===== src/rtl/spdif_tx_if.sv =====
// PCM sample-pair handshake into the S/PDIF transmitter.
// A pair transfers on a rising clk where in_valid && in_ready. The master holds in_valid and data stable until then, and ready may be high before valid.
interface spdif_tx_if;
  logic        in_valid;
  logic        in_ready;
  logic [23:0] in_left;
  logic [23:0] in_right;

  modport master (output in_valid, output in_left, output in_right, input in_ready);
  modport slave  (input in_valid, input in_left, input in_right, output in_ready);
endinterface


===== src/rtl/spdif_tx_encoder.sv =====
// IEC 60958 (S/PDIF) biphase-mark transmitter: 24-bit stereo pairs in, one BMC line out.
// Optional: define SPDIF_TX_UNDERRUN_CNT_EN to add a saturating 16-bit underrun_cnt output.
module spdif_tx_encoder #(
  parameter int CLK_DIV          = 4,
  parameter int FRAMES_PER_BLOCK = 192
) (
  input  logic        clk,
  input  logic        rst_n,
  input  logic        enable,
  spdif_tx_if.slave   pcm,
  input  logic [31:0] cs_word,
  output logic        spdif_tx,
  output logic        block_start,
  output logic        underrun,
`ifdef SPDIF_TX_UNDERRUN_CNT_EN
  output logic [15:0] underrun_cnt,
`endif
  output logic [1:0]  state_dbg
);

  localparam int PW = $clog2(CLK_DIV);
  localparam int FW = (FRAMES_PER_BLOCK > 2) ? $clog2(FRAMES_PER_BLOCK) : 1;
  localparam logic [7:0] PRE_B = 8'b11101000;
  localparam logic [7:0] PRE_M = 8'b11100010;
  localparam logic [7:0] PRE_W = 8'b11100100;

  typedef enum logic [1:0] {IDLE = 2'd0, PRE = 2'd1, BODY = 2'd2} state_t;
  state_t state_q, state_d;

  logic [PW-1:0] presc_q;
  logic [5:0]    hc_q;
  logic          sub_q;
  logic [FW-1:0] frame_q;
  logic          buf_full_q;
  logic [23:0]   buf_l_q, buf_r_q, aud_l_q, aud_r_q;
  logic          v_q, inv_q, tx_q;
  logic [31:0]   cs_q;

  logic presc_last, frame_start, load_now, accept;
  logic [4:0]  slot;
  logic [31:0] aud_ext;
  logic [7:0]  base;
  logic        c_bit, slot_bit, pre_bit, next_tx;

  assign presc_last = (presc_q == PW'(CLK_DIV - 1));
  assign accept     = pcm.in_valid && pcm.in_ready;
  assign spdif_tx   = tx_q;
  assign state_dbg  = state_q;

  always_ff @(posedge clk) begin
    if (!rst_n) state_q <= IDLE;
    else        state_q <= state_d;
  end

  always_comb begin
    state_d = state_q;
    case (state_q)
      IDLE:    if (enable) state_d = PRE;
      PRE:     if (hc_q == 6'd7 && presc_last) state_d = BODY;
      BODY:    if (hc_q == 6'd63 && presc_last) state_d = PRE;
      default: state_d = IDLE;
    endcase
    if (!enable) state_d = IDLE;
  end

  // Frame start is the first clock of the left preamble; gated by enable so an abort wins.
  always_comb begin
    frame_start  = enable && (state_q == PRE) && (hc_q == 6'd0) && (presc_q == '0) && !sub_q;
    load_now     = frame_start && buf_full_q;
    underrun     = frame_start && !buf_full_q;
    block_start  = frame_start && (frame_q == '0);
    pcm.in_ready = rst_n && enable && (!buf_full_q || load_now);
  end

  always_ff @(posedge clk) begin
    if (!rst_n || !enable || state_q == IDLE) begin
      presc_q <= '0;
      hc_q    <= '0;
      sub_q   <= 1'b0;
      frame_q <= '0;
    end else if (presc_last) begin
      presc_q <= '0;
      hc_q    <= hc_q + 6'd1;
      if (hc_q == 6'd63) begin
        sub_q <= ~sub_q;
        if (sub_q) frame_q <= (frame_q == FW'(FRAMES_PER_BLOCK - 1)) ? '0 : frame_q + 1'b1;
      end
    end else begin
      presc_q <= presc_q + 1'b1;
    end
  end

  always_ff @(posedge clk) begin
    if (!rst_n || !enable) begin
      buf_full_q <= 1'b0;
      buf_l_q    <= '0;
      buf_r_q    <= '0;
    end else if (accept) begin
      buf_full_q <= 1'b1;
      buf_l_q    <= pcm.in_left;
      buf_r_q    <= pcm.in_right;
    end else if (load_now) begin
      buf_full_q <= 1'b0;
    end
  end

  always_ff @(posedge clk) begin
    if (!rst_n) begin
      aud_l_q <= '0;
      aud_r_q <= '0;
      v_q     <= 1'b0;
      cs_q    <= '0;
    end else if (frame_start) begin
      aud_l_q <= buf_full_q ? buf_l_q : 24'd0;
      aud_r_q <= buf_full_q ? buf_r_q : 24'd0;
      v_q     <= !buf_full_q;
      if (frame_q == '0) cs_q <= cs_word;
    end
  end

  // Slot bits and preamble levels for the half-cell about to be driven.
  always_comb begin
    slot     = hc_q[5:1];
    aud_ext  = {8'd0, (sub_q ? aud_r_q : aud_l_q)};
    c_bit    = ((frame_q >> 5) == '0) ? cs_q[frame_q[4:0]] : 1'b0;
    slot_bit = 1'b0;
    if (slot >= 5'd4 && slot <= 5'd27) slot_bit = aud_ext[slot - 5'd4];
    else if (slot == 5'd28)            slot_bit = v_q;
    else if (slot == 5'd30)            slot_bit = c_bit;
    else if (slot == 5'd31)            slot_bit = (^aud_ext) ^ v_q ^ c_bit;
    base     = sub_q ? PRE_W : ((frame_q == '0) ? PRE_B : PRE_M);
    pre_bit  = base[3'd7 - hc_q[2:0]] ^ ((hc_q == 6'd0) ? tx_q : inv_q);
    if (state_q == PRE) next_tx = pre_bit;
    else if (!hc_q[0])  next_tx = ~tx_q;
    else                next_tx = tx_q ^ slot_bit;
  end

  always_ff @(posedge clk) begin
    if (!rst_n || !enable || state_q == IDLE) begin
      tx_q  <= 1'b0;
      inv_q <= 1'b0;
    end else if (presc_q == '0) begin
      tx_q <= next_tx;
      if (state_q == PRE && hc_q == 6'd0) inv_q <= tx_q;
    end
  end

`ifdef SPDIF_TX_UNDERRUN_CNT_EN
  always_ff @(posedge clk) begin
    if (!rst_n || !enable)                       underrun_cnt <= '0;
    else if (underrun && underrun_cnt != 16'hFFFF) underrun_cnt <= underrun_cnt + 16'd1;
  end
`endif

endmodule

===== src/flat_wrapper.sv =====
// flat-port wrapper written by rule: the top's interface ports become plain ports
module spdif_tx_encoder_flat 
#(
  parameter int CLK_DIV          = 4,
  parameter int FRAMES_PER_BLOCK = 192
)
  (clk, rst_n, enable, cs_word, spdif_tx, block_start, underrun, state_dbg, pcm_in_valid, pcm_in_left, pcm_in_right, pcm_in_ready);
  spdif_tx_if pcm_i ();
  input  logic clk;
  input  logic rst_n;
  input  logic enable;
  input  logic [31:0] cs_word;
  output logic spdif_tx;
  output logic block_start;
  output logic underrun;
  output logic [1:0] state_dbg;
  input wire logic [$bits(pcm_i.in_valid)-1:0] pcm_in_valid;
  input wire logic [$bits(pcm_i.in_left)-1:0] pcm_in_left;
  input wire logic [$bits(pcm_i.in_right)-1:0] pcm_in_right;
  output wire logic [$bits(pcm_i.in_ready)-1:0] pcm_in_ready;
  assign pcm_i.in_valid = pcm_in_valid;
  assign pcm_i.in_left = pcm_in_left;
  assign pcm_i.in_right = pcm_in_right;
  assign pcm_in_ready = pcm_i.in_ready;
  spdif_tx_encoder #(.CLK_DIV(CLK_DIV), .FRAMES_PER_BLOCK(FRAMES_PER_BLOCK)) u_core (.clk(clk), .rst_n(rst_n), .enable(enable), .pcm(pcm_i), .cs_word(cs_word), .spdif_tx(spdif_tx), .block_start(block_start), .underrun(underrun), .state_dbg(state_dbg));
endmodule

===== config.mk =====
export PLATFORM = sky130hd
export DESIGN_NAME = spdif_tx_encoder_flat
export DESIGN_NICKNAME = d
export VERILOG_FILES = /design/src/rtl/spdif_tx_if.sv /design/src/rtl/spdif_tx_encoder.sv /design/src/flat_wrapper.sv
export SDC_FILE = /design/constraint.sdc
export NUM_CORES = 1
export LEC_CHECK = 0
export CELL_PAD_IN_SITES_DETAIL_PLACEMENT = 1
export CELL_PAD_IN_SITES_GLOBAL_PLACEMENT = 2
export CORE_ASPECT_RATIO = 1.2
export CORE_UTILIZATION = 34
export DETAILED_ROUTE_END_ITERATION = 7
export GPL_ROUTABILITY_DRIVEN = 0
export GPL_TIMING_DRIVEN = 1
export HOLD_SLACK_MARGIN = 0.1
export PLACE_DENSITY = 0.79
export SETUP_SLACK_MARGIN = 0.02
export SLEW_MARGIN = 10
export SYNTH_ARGS = -nofsm -noshare
export SYNTH_HDL_FRONTEND = slang
export SYNTH_SLANG_ARGS = --single-unit

===== constraint.sdc =====
create_clock -name clk -period 3.8 [get_ports clk]
set_input_delay 1.14 -clock clk [delete_from_list [all_inputs] [get_ports clk]]
set_output_delay 1.14 -clock clk [all_outputs]
set_load 0.01 [all_outputs]

Word-level counts from Yosys, hierarchy flattened
Index checks and enable logic that the tools add are counted.
{"block": "classes", "bitwise": 6, "n_eq_ne": 11, "div_mod_pow": 0, "shift": 0, "n_mul": 0, "n_addsub": 5, "mux": 25, "reduce_logical": 35, "magnitude_cmp": 5}
{"operator": "$mux 24", "n": 3}
{"operator": "$reduce_xor 32->1", "n": 1}
{"operator": "$logic_not 8->1", "n": 2}
{"operator": "$mux 8", "n": 2}
{"operator": "$eq 5x5->1 const B", "n": 3}
{"operator": "$logic_and 1x1->1", "n": 14}
{"operator": "$mux 1", "n": 13}
{"operator": "$lt 5x6->1 const B", "n": 2}
{"operator": "$bmux 1 s5", "n": 2}
{"operator": "$reduce_and 2->1", "n": 5}
{"operator": "$add 8x1->8 const B", "n": 1}
{"operator": "$eq 8x8->1 const B", "n": 1}
{"operator": "$add 6x1->6 const B", "n": 1}
{"operator": "$eq 6x3->1 const B", "n": 1}
{"operator": "$eq 6x6->1 const B", "n": 1}
{"operator": "$logic_not 6->1", "n": 1}
{"operator": "$pmux 2 s3", "n": 1}
{"operator": "$ge 5x3->1 const B", "n": 1}
{"operator": "$le 5x5->1 const B", "n": 1}
{"operator": "$sub 5x3->5 const B", "n": 1}
{"operator": "$eq 2x2->1 const B", "n": 2}
{"operator": "$logic_not 1->1", "n": 4}
{"operator": "$logic_not 2->1", "n": 2}
{"operator": "$lt 3x4->1 const B", "n": 1}
{"operator": "other kinds (13)", "n": 21}
{"block": "word_totals", "latchBits": 0, "romBits": 0, "ramBits": 0, "mem_count": 0, "output_inout_bits": 6, "reg_bits": 151, "inputBits": 84}

Longest topological paths before layout
Gate-level depths: netlist of the first run.
{"block": "logic_depth", "word_depth": 11, "mapped_depth": 14}

Worst setup path after synthesis of the first run
No wires, ideal clock.
{"block": "synth_path", "path_type": "register to output", "from": "reg u_core.hc_q[1]", "to": "out block_start", "stages_incl_launch_ff": 11, "arrival_time_ps": 2209, "required_time_ps": 2660, "path_slack_ps": 451, "path_buffers": 3, "path_cell_list": "dfxtp_1 > clkbuf_1 > buf_2 > inv_1 > ha_1 > nor3b_4 > nand3_2 > nor3b_1 > nand3_1 > inv_2 > buf_2"}
{"block": "synth_via", "elab_chain_cells": 5}
{"element": "start: declaration", "line_no": "spdif_tx_encoder.sv:31", "source": "logic [5:0] hc_q;"}
{"element": "start signal: assignment", "line_no": "spdif_tx_encoder.sv:83", "source": "hc_q <= hc_q + 6'd1;"}
{"element": "$logic_not 6->1", "line_no": "spdif_tx_encoder.sv:68", "source": "frame_start = enable && (state_q == PRE) && (hc_q == 6'd0) && (presc_q == '0) && !sub_q;"}
{"element": "$logic_and 1x1->1 (3 in a row)", "line_no": "spdif_tx_encoder.sv:68"}
{"element": "$logic_and 1x1->1", "line_no": "spdif_tx_encoder.sv:71", "source": "block_start = frame_start && (frame_q == '0);"}
{"element": "end: declaration", "line_no": "flat_wrapper.sv:14", "source": "output logic block_start;"}
No other way between the ends.

Worst setup path after layout of the first run
{"block": "layout_path", "from": "in enable", "to": "out pcm_in_ready"}
{"block": "layout_via", "elab_chain_cells": 7}
{"element": "start: declaration", "line_no": "flat_wrapper.sv:11", "source": "input logic enable;"}
{"element": "$logic_and 1x1->1 (4 in a row)", "line_no": "spdif_tx_encoder.sv:68"}
{"element": "$logic_and 1x1->1", "line_no": "spdif_tx_encoder.sv:69", "source": "load_now = frame_start && buf_full_q;"}
{"element": "$logic_or 1x1->1", "line_no": "spdif_tx_encoder.sv:72", "source": "pcm.in_ready = rst_n && enable && (!buf_full_q || load_now);"}
{"element": "$logic_and 1x1->1 (*)", "line_no": "spdif_tx_encoder.sv:72"}
{"element": "end: declaration", "line_no": "flat_wrapper.sv:20", "source": "output wire logic [$bits(pcm_i.in_ready)-1:0] pcm_in_ready;"}
Every way passes the cells marked *; elsewhere a longest branch is shown, timed or not.

==> results of run 1 <==
## metal layers
metal	global-route usage, %	vias to the layer above	part of all wire, %
met5	0	-	0
met4	6.663	0	1.8
met3	3.429	26	2.5
met2	33.63	81	53
met1	21.47	2837	43
li1	-	2923	-
## flip-flops by register name, indices dropped and copies added, names as in the netlist
signal,flops
u_core.buf_l_q,24
u_core.spdif_tx,1
u_core.buf_full_q,1
u_core.buf_r_q,24
u_core.aud_r_q,24
u_core.presc_q,2
u_core.cs_q,32
u_core.v_q,1
u_core.frame_q,8
u_core.aud_l_q,24
u_core.sub_q,1
u_core.state_dbg,2
u_core.hc_q,6
u_core.inv_q,1
## power groups by stage
stage	combinational, mW	clock [mW]	sequential (mW)
6_report	0.227	1.90	1.63
5_1_grt	0.250	2.01	1.63
4_1_cts	0.233	1.94	1.63
3_5_place_dp	0.231	0	1.67
3_3_place_gp	0.226	0	1.66
2_1_floorplan	0.109	0	1.66
## layout by cell type, fill, tap and decap left out, types with 2 or more instances in the layout
cell type,Yosys,routed
mux4_2,22,22
nand4_1,2,2
a31oi_1,4,4
clkbuf_8,0,5
bufinv_16,0,5
nor3_1,3,3
xnor2_1,23,23
xor2_1,26,26
buf_4,1,26
nor2b_1,3,3
o21ai_0,7,7
inv_1,11,11
a211oi_1,2,2
a21boi_1,3,3
clkbuf_1,34,2
o211ai_1,2,2
dlygate4sd2_1,0,3
mux2i_1,16,16
nor2_1,28,28
clkbuf_16,0,17
nand2_1,229,229
a21boi_0,77,77
dfxtp_1,151,151
a21oi_1,26,26
clkdlybuf4s50_1,0,85
nand3_1,93,93
ha_1,10,10
## area by class of cell
class,count,area [um^2],area share [%]
Clock buffer,24,501.7,5.653
Timing Repair Buffer,116,1097,12.36
Multi-Input combinational cell,599,3712,41.83
Tap cell,265,331.6,3.736
Sequential cell,151,3023,34.06
Clock inverter,7,163.9,1.847
Inverter,12,45.04,0.5075
## what timing repair did
item,4_1_cts,5_1_grt
setup endpoints to repair,3,0
setup buffers,2,0
gates resized for setup,3,0
## worst paths after layout
kind / from / end / cells past startpoint / slack [ns]
worst max-delay path: enable / pcm_in_ready / 4 / 0.12
worst min register to register: u_core.presc_q[0] / u_core.presc_q[0] / 1 / 0.45
worst max register to register: u_core.sub_q / u_core.spdif_tx / 12 / 0.75
worst min-delay path: u_core.presc_q[0] / u_core.presc_q[0] / 1 / 0.45
## worst reg2reg max path, cell delays in order, from the launching register on
cell	delay (ns)
dfxtp_1	0.66
buf_12	0.27
mux2i_1	0.26
xnor2_1	0.12
xnor2_1	0.24
xnor2_1	0.19
xnor2_1	0.14
nand2_1	0.08
xnor2_1	0.18
o21ai_0	0.15
a211o_1	0.35
a21bo_2	0.22
a21oi_1	0.13
## through the flow
stage	instances	power, mW
after floorplan	825	1.768
after global placement	1141	1.891
after detailed placement	1141	1.897
after CTS	1174	3.801
after global routing	1174	3.890
final	1174	3.763
## cells by family after synthesis
| kind of cell | Yosys count | synth area share, % |
|---|---|---|
| compound gates | 130 | 12.68 |
| xor+xnor | 49 | 6.064 |
| flops | 151 | 42.72 |
| fa+ha+maj | 10 | 1.768 |
| simple gates | 371 | 22.45 |
| buf+inv | 75 | 4.897 |
| mux | 39 | 9.424 |
==> impl_metrics.tcl, run 1 <==
set metrics [dict create \
    ctsHoldBuffers 0 \
    grt-ovfl-total 0 \
    place_area_um2 8198 \
    grt_max_degree 83 \
    worst_setup_path_start_kind "input pin" \
    path_cells "clkdlybuf4s50_1, or3b_1, a21oi_2, dlygate4sd2_1" \
    vdd.ir_drop.worst_v 0.0002981 \
    grt_pass1_wl_um 31660 \
    endpoint_kind "primary output" \
    drt-wirelength-per-cell_um 16.16 \
    dp_slack_ns -0.1905 \
    max-slew-margin-rel_pct 55.25 \
    fill_cells 2406 \
    setup_ws_ns 0.1242 \
    htreeDepth 4 \
    arrival_ns 2.54 \
    cts-root-buf "clkbuf_16" \
    routed_wl_um 18980 \
    synth_area_leaders "dfxtp_1, nand2_1, a21boi_0" \
    cts_tree "done" \
    required_ns 2.66 \
    synth-edff-count 0 \
    rsz0062_at_grt "false" \
    max_freq_ghz 0.2720 \
    powerDensity_nw_per_um2 424.0 \
    antenna_cells 0 \
    power.switching_mw 0.7760 \
    core_area_um2 20330 \
    setup_violations 0 \
    ios 90 \
    drive_gt1_share_pct 9.681 \
    yosysTopAreaCellShare_pct 42.72 \
    cp_max_fo 3 \
    combPwrFrac_pct 6.0 \
    first_pass_iters 4 \
    worstMarginPinSlew_ns 0.6713 \
    ys_seq_area_share_pct 42.72 \
    vias_per_cell 4.997 \
    drc 0 \
    vias 5867 \
    syn_inst 825 \
    numCtsBuffers 17 \
    numPortBuffers 89 \
    period_needed_ns 3.676 \
    fin_tns_setup_ns 0 \
    grt_pass1_vias 6327 \
    start_util_pct 34.82 \
    hold_violations 0 \
    track_usage_pct 18.55 \
    maxSlewViolCount 0 \
    synthArstFlopShare_pct 0 \
    switching_share_pct 20.62 \
    cts_sinks 151 \
    syn_to_final_growth_pct 25.41 \
    worst-path-buf-inv 2 \
    synth-main-ff-cell "dfxtp_1" \
    die_area_um2 21400 \
    skew_ns 0.009063 \
    max_stage_delay_ns 0.49 \
    final_util_pct 43.66 \
    pwr-share-seq_pct 43.4 \
    syn-num-nets 919 \
    cts_buffer_depth 2 \
    power_frac_clock_pct 50.6 \
    drt_iter0_drc 155 \
    fin_area_um2 8875 \
    run_status "complete, no violations" \
    synth_cell_types 48 \
    critPathKind "input pin to primary output" \
    synth_commonest_cells "nand2_1, dfxtp_1, nand3_1" \
    ys_warn_count 0 \
    ant_nets 0 \
    synth_top_cell_by_area "dfxtp_1" \
    intPower_mw 2.987 \
    die_y_um 160.0 \
    synth_area_per_cell_um2 8.578 \
    hpwl_um 13630 \
    post-route-period-util_pct 96.73 \
    synth.most_common_cell "nand2_1" \
    clock_latency_ns 0.42 \
    path_delay_family "buffers and inverters" \
    synth-seq-cells 151 \
    fin_hold_ws_ns 0.4520 \
    cp_slowest_cell "clkdlybuf4s50_1" \
    row_count 57 \
    clkTransAtPathRegs_ns 0.06 \
    hp-class "flip-flop to flip-flop" \
    nets 991 \
    die_w_um 133.7 \
    grt_antenna_before_repair 0 \
    leakage_nw 3.293 \
    synth_area_um2 7077 \
    maxCapViolations 0 \
]
(Power assumes the default switching activity.)
==> run 2: changes to the inputs <==
--- a/config.mk
+++ b/config.mk
@@ -14,6 +14,7 @@
 export GPL_TIMING_DRIVEN = 1
 export HOLD_SLACK_MARGIN = 0.1
 export PLACE_DENSITY = 0.79
+export REMOVE_ABC_BUFFERS = 1
 export SETUP_SLACK_MARGIN = 0.02
 export SLEW_MARGIN = 10
 export SYNTH_ARGS = -nofsm -noshare
==> run 2 against run 1 <==
First-iteration DRC count up 63%; global-route usage down 0.30 points; combinational power about the same; via count about the same; critical path depth up 2; largest power group is now sequential cells.
==> impl_metrics.tcl, run 2 (synthesis gave the netlist of run 1 again) <==
set metrics [dict create \
    run_status "complete, no violations" \
    largest_reg_flops 32 \
    required_ns 2.66 \
    die_area_um2 21400 \
    worst_setup_path_start_kind "input pin" \
    cts_buffer_depth 2 \
    numCtsBuffers 17 \
    htreeDepth 4 \
    drc 0 \
    maxCapViolations 0 \
    globalRouteMet2Util_pct 32.78 \
    startpoint "enable" \
    powerDensity_nw_per_um2 394.6 \
    drt_iter0_drc 252 \
    rsz0062_at_grt "false" \
    grt-ovfl-total 0 \
    hp-start "u_core.buf_r_q[12]" \
    vdd.ir_drop.worst_v 0.0002944 \
    drt-wirelength-per-cell_um 15.68 \
    vias_per_cell 5.003 \
    fin_tns_setup_ns 0 \
    vias 5868 \
    post-route-period-util_pct 96.74 \
    hpwl_um 13070 \
    mostFrequentLayoutCell "nand2_1" \
    skew_ns 0.01211 \
    grt_pass1_wl_um 30950 \
    reg2regPathDepth 11 \
    cts_sinks 151 \
    pwr-share-seq_pct 47.2 \
    intPower_mw 2.637 \
    hp-class "flip-flop to flip-flop" \
    clock_latency_ns 0.43 \
    hold_path_end "u_core.buf_r_q[12]" \
    setup_violations 0 \
    cp_max_fo 3 \
    rrSetupSlack_ns 0.74 \
    grt_util_met3_pct 3.810 \
    multi_input_area_um2 3720 \
    clkTransAtPathRegs_ns 0.06 \
    fill_cells 2370 \
    place_area_um2 8190 \
    top_register "u_core.cs_q" \
    max_freq_ghz 0.2720 \
    grt_antenna_before_repair 0 \
    cts_tree "done" \
    ant_nets 0 \
    numPortBuffers 89 \
    r2r-start "u_core.frame_q[1]" \
    r2r_end "u_core.spdif_tx" \
    worstMarginPinSlew_ns 0.8808 \
    row_count 57 \
    nets 989 \
    final_util_pct 43.08 \
    leakage_nw 3.214 \
    hold_violations 0 \
    power.switching_mw 0.8187 \
    maxSlewViolCount 0 \
    p_total_mw 3.456 \
    arrival_ns 2.54 \
    max-slew-margin-rel_pct 40.88 \
    final_cell_mix "nand2_1, dfxtp_1, nand3_1" \
    syn_to_final_growth_pct 23.74 \
    seq_area_um2 3023 \
    routed_wl_um 18400 \
    die_y_um 160.0 \
    critPathKind "input pin to primary output" \
    drive_gt1_share_pct 9.912 \
    antenna_cells 0 \
    fin_area_um2 8757 \
    power_frac_clock_pct 46.2 \
    grt_max_degree 83 \
    die_w_um 133.7 \
    cts-root-buf "clkbuf_16" \
    switching_share_pct 23.69 \
    whs_path_depth 2 \
    core_area_um2 20330 \
    combPwrFrac_pct 6.7 \
    busiest_layer "met2" \
    track_usage_pct 18.25 \
    endpoint_kind "primary output" \
    period_needed_ns 3.676 \
    ios 90 \
    first_pass_iters 4 \
    met1_usage_pct 21.26 \
    start_util_pct 34.82 \
    grt_pass1_vias 6242 \
]
==> run 2: power by group through the flow <==
stage / registers [mW] / logic, mW / clock network, mW
3_5_place_dp: 1.66 / 0.234 / 0
4_1_cts: 1.63 / 0.235 / 1.64
3_3_place_gp: 1.66 / 0.228 / 0
6_report: 1.63 / 0.230 / 1.60
5_1_grt: 1.63 / 0.253 / 1.71
2_1_floorplan: 1.66 / 0.0817 / 0
==> run 2: per-layer routing <==
metal	vias up	share of wire, %	routed length [um]
met2	85	52	9479
met3	19	3.2	586
met1	2850	44	8010
met4	0	1.7	318
li1	2914	-	-
met5	-	0	0
==> run 2: worst max path at each step <==
stage	slack, ns	depth (start not counted)	endpoint
2_1_floorplan	-3.62	7	block_start
3_3_place_gp	-0.35	4	pcm_in_ready
3_5_place_dp	-0.36	4	pcm_in_ready
4_1_cts	0.05	7	block_start
5_1_grt	0.05	7	block_start
6_report	0.12	6	block_start
==> run 2: layout make-up <==
class	count	area share [%]
clock buffers	18	4.901
flip-flops and latches	151	34.52
well taps	265	3.786
inverters	12	0.5144
repair buffers	114	12.36
multi-input cells	599	42.48
clock inverters	14	1.443
==> run 2: critical path, cell delays in order <==
cell and delay (ns):
dlygate4sd2_1 0.29, buf_4 0.15, nor3b_2 0.20, nand3_2 0.12, inv_2 0.10, clkdlybuf4s50_1 0.53
==> run 2: timing repair <==
item | in CTS | in global routing
gates resized for setup | 4 | 1
setup endpoints to repair | 3 | 1
pin swaps | 0 | 1
hold buffers | 0 | 0
cloned | 0 | 0
buffers inserted | 0 | 1
==> run 2: metrics by stage <==
step	cells	worst slack, ns	hold slack, ns
floorplan	762	-3.617	0.4270
global placement	1140	-0.3524	0.4389
detailed placement	1140	-0.3592	0.4466
CTS	1172	0.05095	0.4581
global route	1173	0.05134	0.4744
finish	1173	0.1238	0.4568
==> run 3: changes to the inputs <==
--- a/config.mk
+++ b/config.mk
@@ -5,6 +5,7 @@
 export SDC_FILE = /design/constraint.sdc
 export NUM_CORES = 1
 export LEC_CHECK = 0
+export CAP_MARGIN = 20
 export CELL_PAD_IN_SITES_DETAIL_PLACEMENT = 1
 export CELL_PAD_IN_SITES_GLOBAL_PLACEMENT = 2
 export CORE_ASPECT_RATIO = 1.2
==> constraint.sdc (replaced) <==
create_clock -name clk -period 3.8 [get_ports clk]
set_input_delay 0.76 -clock clk [delete_from_list [all_inputs] [get_ports clk]]
set_output_delay 0.76 -clock clk [all_outputs]
set_load 0.01 [all_outputs]
==> run 3 against run 2 <==
Critical path depth is the same; sequential power about the same; via count fell by 0.37%; hold slack worse by 0.0029 ns; first-iteration DRC count fell by 18%; cell count shrank 0.60%; critical path type is now flip-flop to primary output; maximum frequency grew 1.4%; register-to-register slack worse by 0.03 ns.
==> impl_metrics.tcl, run 3 (synthesis gave the netlist of run 1 again) <==
set metrics [dict create \
    clkTransAtPathRegs_ns 0.06 \
    drt_iter0_drc 206 \
    maxSlewViolCount 0 \
    core_area_um2 20330 \
    die_area_um2 21400 \
    mostFrequentLayoutCell "nand2_1" \
    start_util_pct 34.82 \
    final_cell_mix "nand2_1, dfxtp_1, nand3_1" \
    vdd.ir_drop.worst_v 0.0003041 \
    rrSetupSlack_ns 0.71 \
    grt_max_degree 83 \
    track_usage_pct 18.40 \
    critPathKind "flip-flop to primary output" \
    cts_sinks 151 \
    routed_wl_um 18630 \
    grt_pass1_wl_um 31510 \
    reg2regPathDepth 10 \
    largest_reg_flops 32 \
    post-route-period-util_pct 95.42 \
    cts_tree "done" \
    antenna_cells 0 \
    ios 90 \
    hpwl_um 13280 \
    vias 5846 \
    leakage_nw 3.207 \
    die_y_um 160.0 \
    cts-root-buf "clkbuf_16" \
    hold_violations 0 \
    maxCapViolations 0 \
    max_freq_ghz 0.2758 \
    skew_ns 0.01053 \
    cts_buffer_depth 2 \
    arrival_ns 2.87 \
    worstMarginPinSlew_ns 0.6615 \
    max-slew-margin-rel_pct 55.90 \
    vias_per_cell 5.014 \
    fin_tns_setup_ns 0 \
    clock_latency_ns 0.43 \
    drc 0 \
    drive_gt1_share_pct 9.323 \
    numCtsBuffers 17 \
    grt-ovfl-total 0 \
    rsz0062_at_grt "false" \
    syn_to_final_growth_pct 23.60 \
    drt-wirelength-per-cell_um 15.98 \
    ant_nets 0 \
    grt_antenna_before_repair 0 \
    r2r-start "u_core.frame_q[1]" \
    setup_violations 0 \
    nets 983 \
    period_needed_ns 3.626 \
    top_register "u_core.cs_q" \
    hp-class "flip-flop to flip-flop" \
    grt_pass1_vias 6500 \
    startpoint "u_core.hc_q[5]" \
    r2r_end "u_core.spdif_tx" \
    place_area_um2 8138 \
    endpoint_kind "primary output" \
    htreeDepth 4 \
    cp-endpoint "underrun" \
    worst_setup_path_start_kind "flip-flop" \
    p_total_mw 3.525 \
    fin_area_um2 8747 \
    numPortBuffers 89 \
    cp_max_fo 7 \
    required_ns 3.04 \
    die_w_um 133.7 \
    run_status "complete, no violations" \
    powerDensity_nw_per_um2 403.0 \
    row_count 57 \
    first_pass_iters 4 \
]
[run 3: worst min path at each step]
stage,startpoint,to,cells after the start
global route,u_core.buf_r_q[21],u_core.buf_r_q[21],2
floorplan,u_core.presc_q[0],u_core.presc_q[0],1
detailed placement,u_core.buf_l_q[2],u_core.buf_l_q[2],2
CTS,u_core.buf_r_q[21],u_core.buf_r_q[21],2
finish,u_core.buf_r_q[21],u_core.buf_r_q[21],2
global placement,u_core.presc_q[0],u_core.presc_q[0],1
[run 3: power by group]
group	switching, mW	total [mW]	internal, mW
registers	0.0171	1.63	1.61
logic	0.106	0.229	0.123
clock network	0.672	1.67	0.995
[run 3: layout make-up]
cell class,instances,area [um^2]
sequential,151,3024
clock inverter,12,127.6
inverter,12,45.04
timing repair buffer,108,1051
multi-input combinational,599,3715
fill,2388,11580
clock buffer,19,452.9
tap,265,331.6
[run 3: what timing repair did]
action / CTS / global route
resized for setup: 2 / 1
hold buffers: 0 / 0
setup buffers: 0 / 1
hold endpoints to repair: 0 / 0
setup endpoints to repair: 2 / 2
pin swaps: 0 / 1
[run 3: per-stage QoR]
step | instances | util [%] | setup slack, ns | hold slack (ns)
floorplan | 762 | - | -3.237 | 0.4270
global placement | 1133 | 40.04 | 0.3959 | 0.4392
detailed placement | 1133 | 40.04 | 0.4076 | 0.4459
CTS | 1164 | 42.91 | 0.03755 | 0.4570
global route | 1166 | 43.03 | 0.03653 | 0.4717
finish | 1166 | 43.03 | 0.1741 | 0.4539
[run 3: routing by layer]
metal	share of wire [%]	track usage [%]	routed length, um	vias up
met3	2.4	3.111	440	31
met5	0	0	0	-
met1	43	20.31	7922	2820
met4	2.6	8.006	484	0
met2	53	34.10	9786	92
li1	-	-	-	2903
[run 3: critical path, cell delays in order (launching register included)]
cell and delay, ns:
dfxtp_1 0.39, or3_4 0.45, nor3b_4 0.24, nand3_2 0.16
or3b_4 0.47, nor2_1 0.16, clkdlybuf4s50_1 0.57
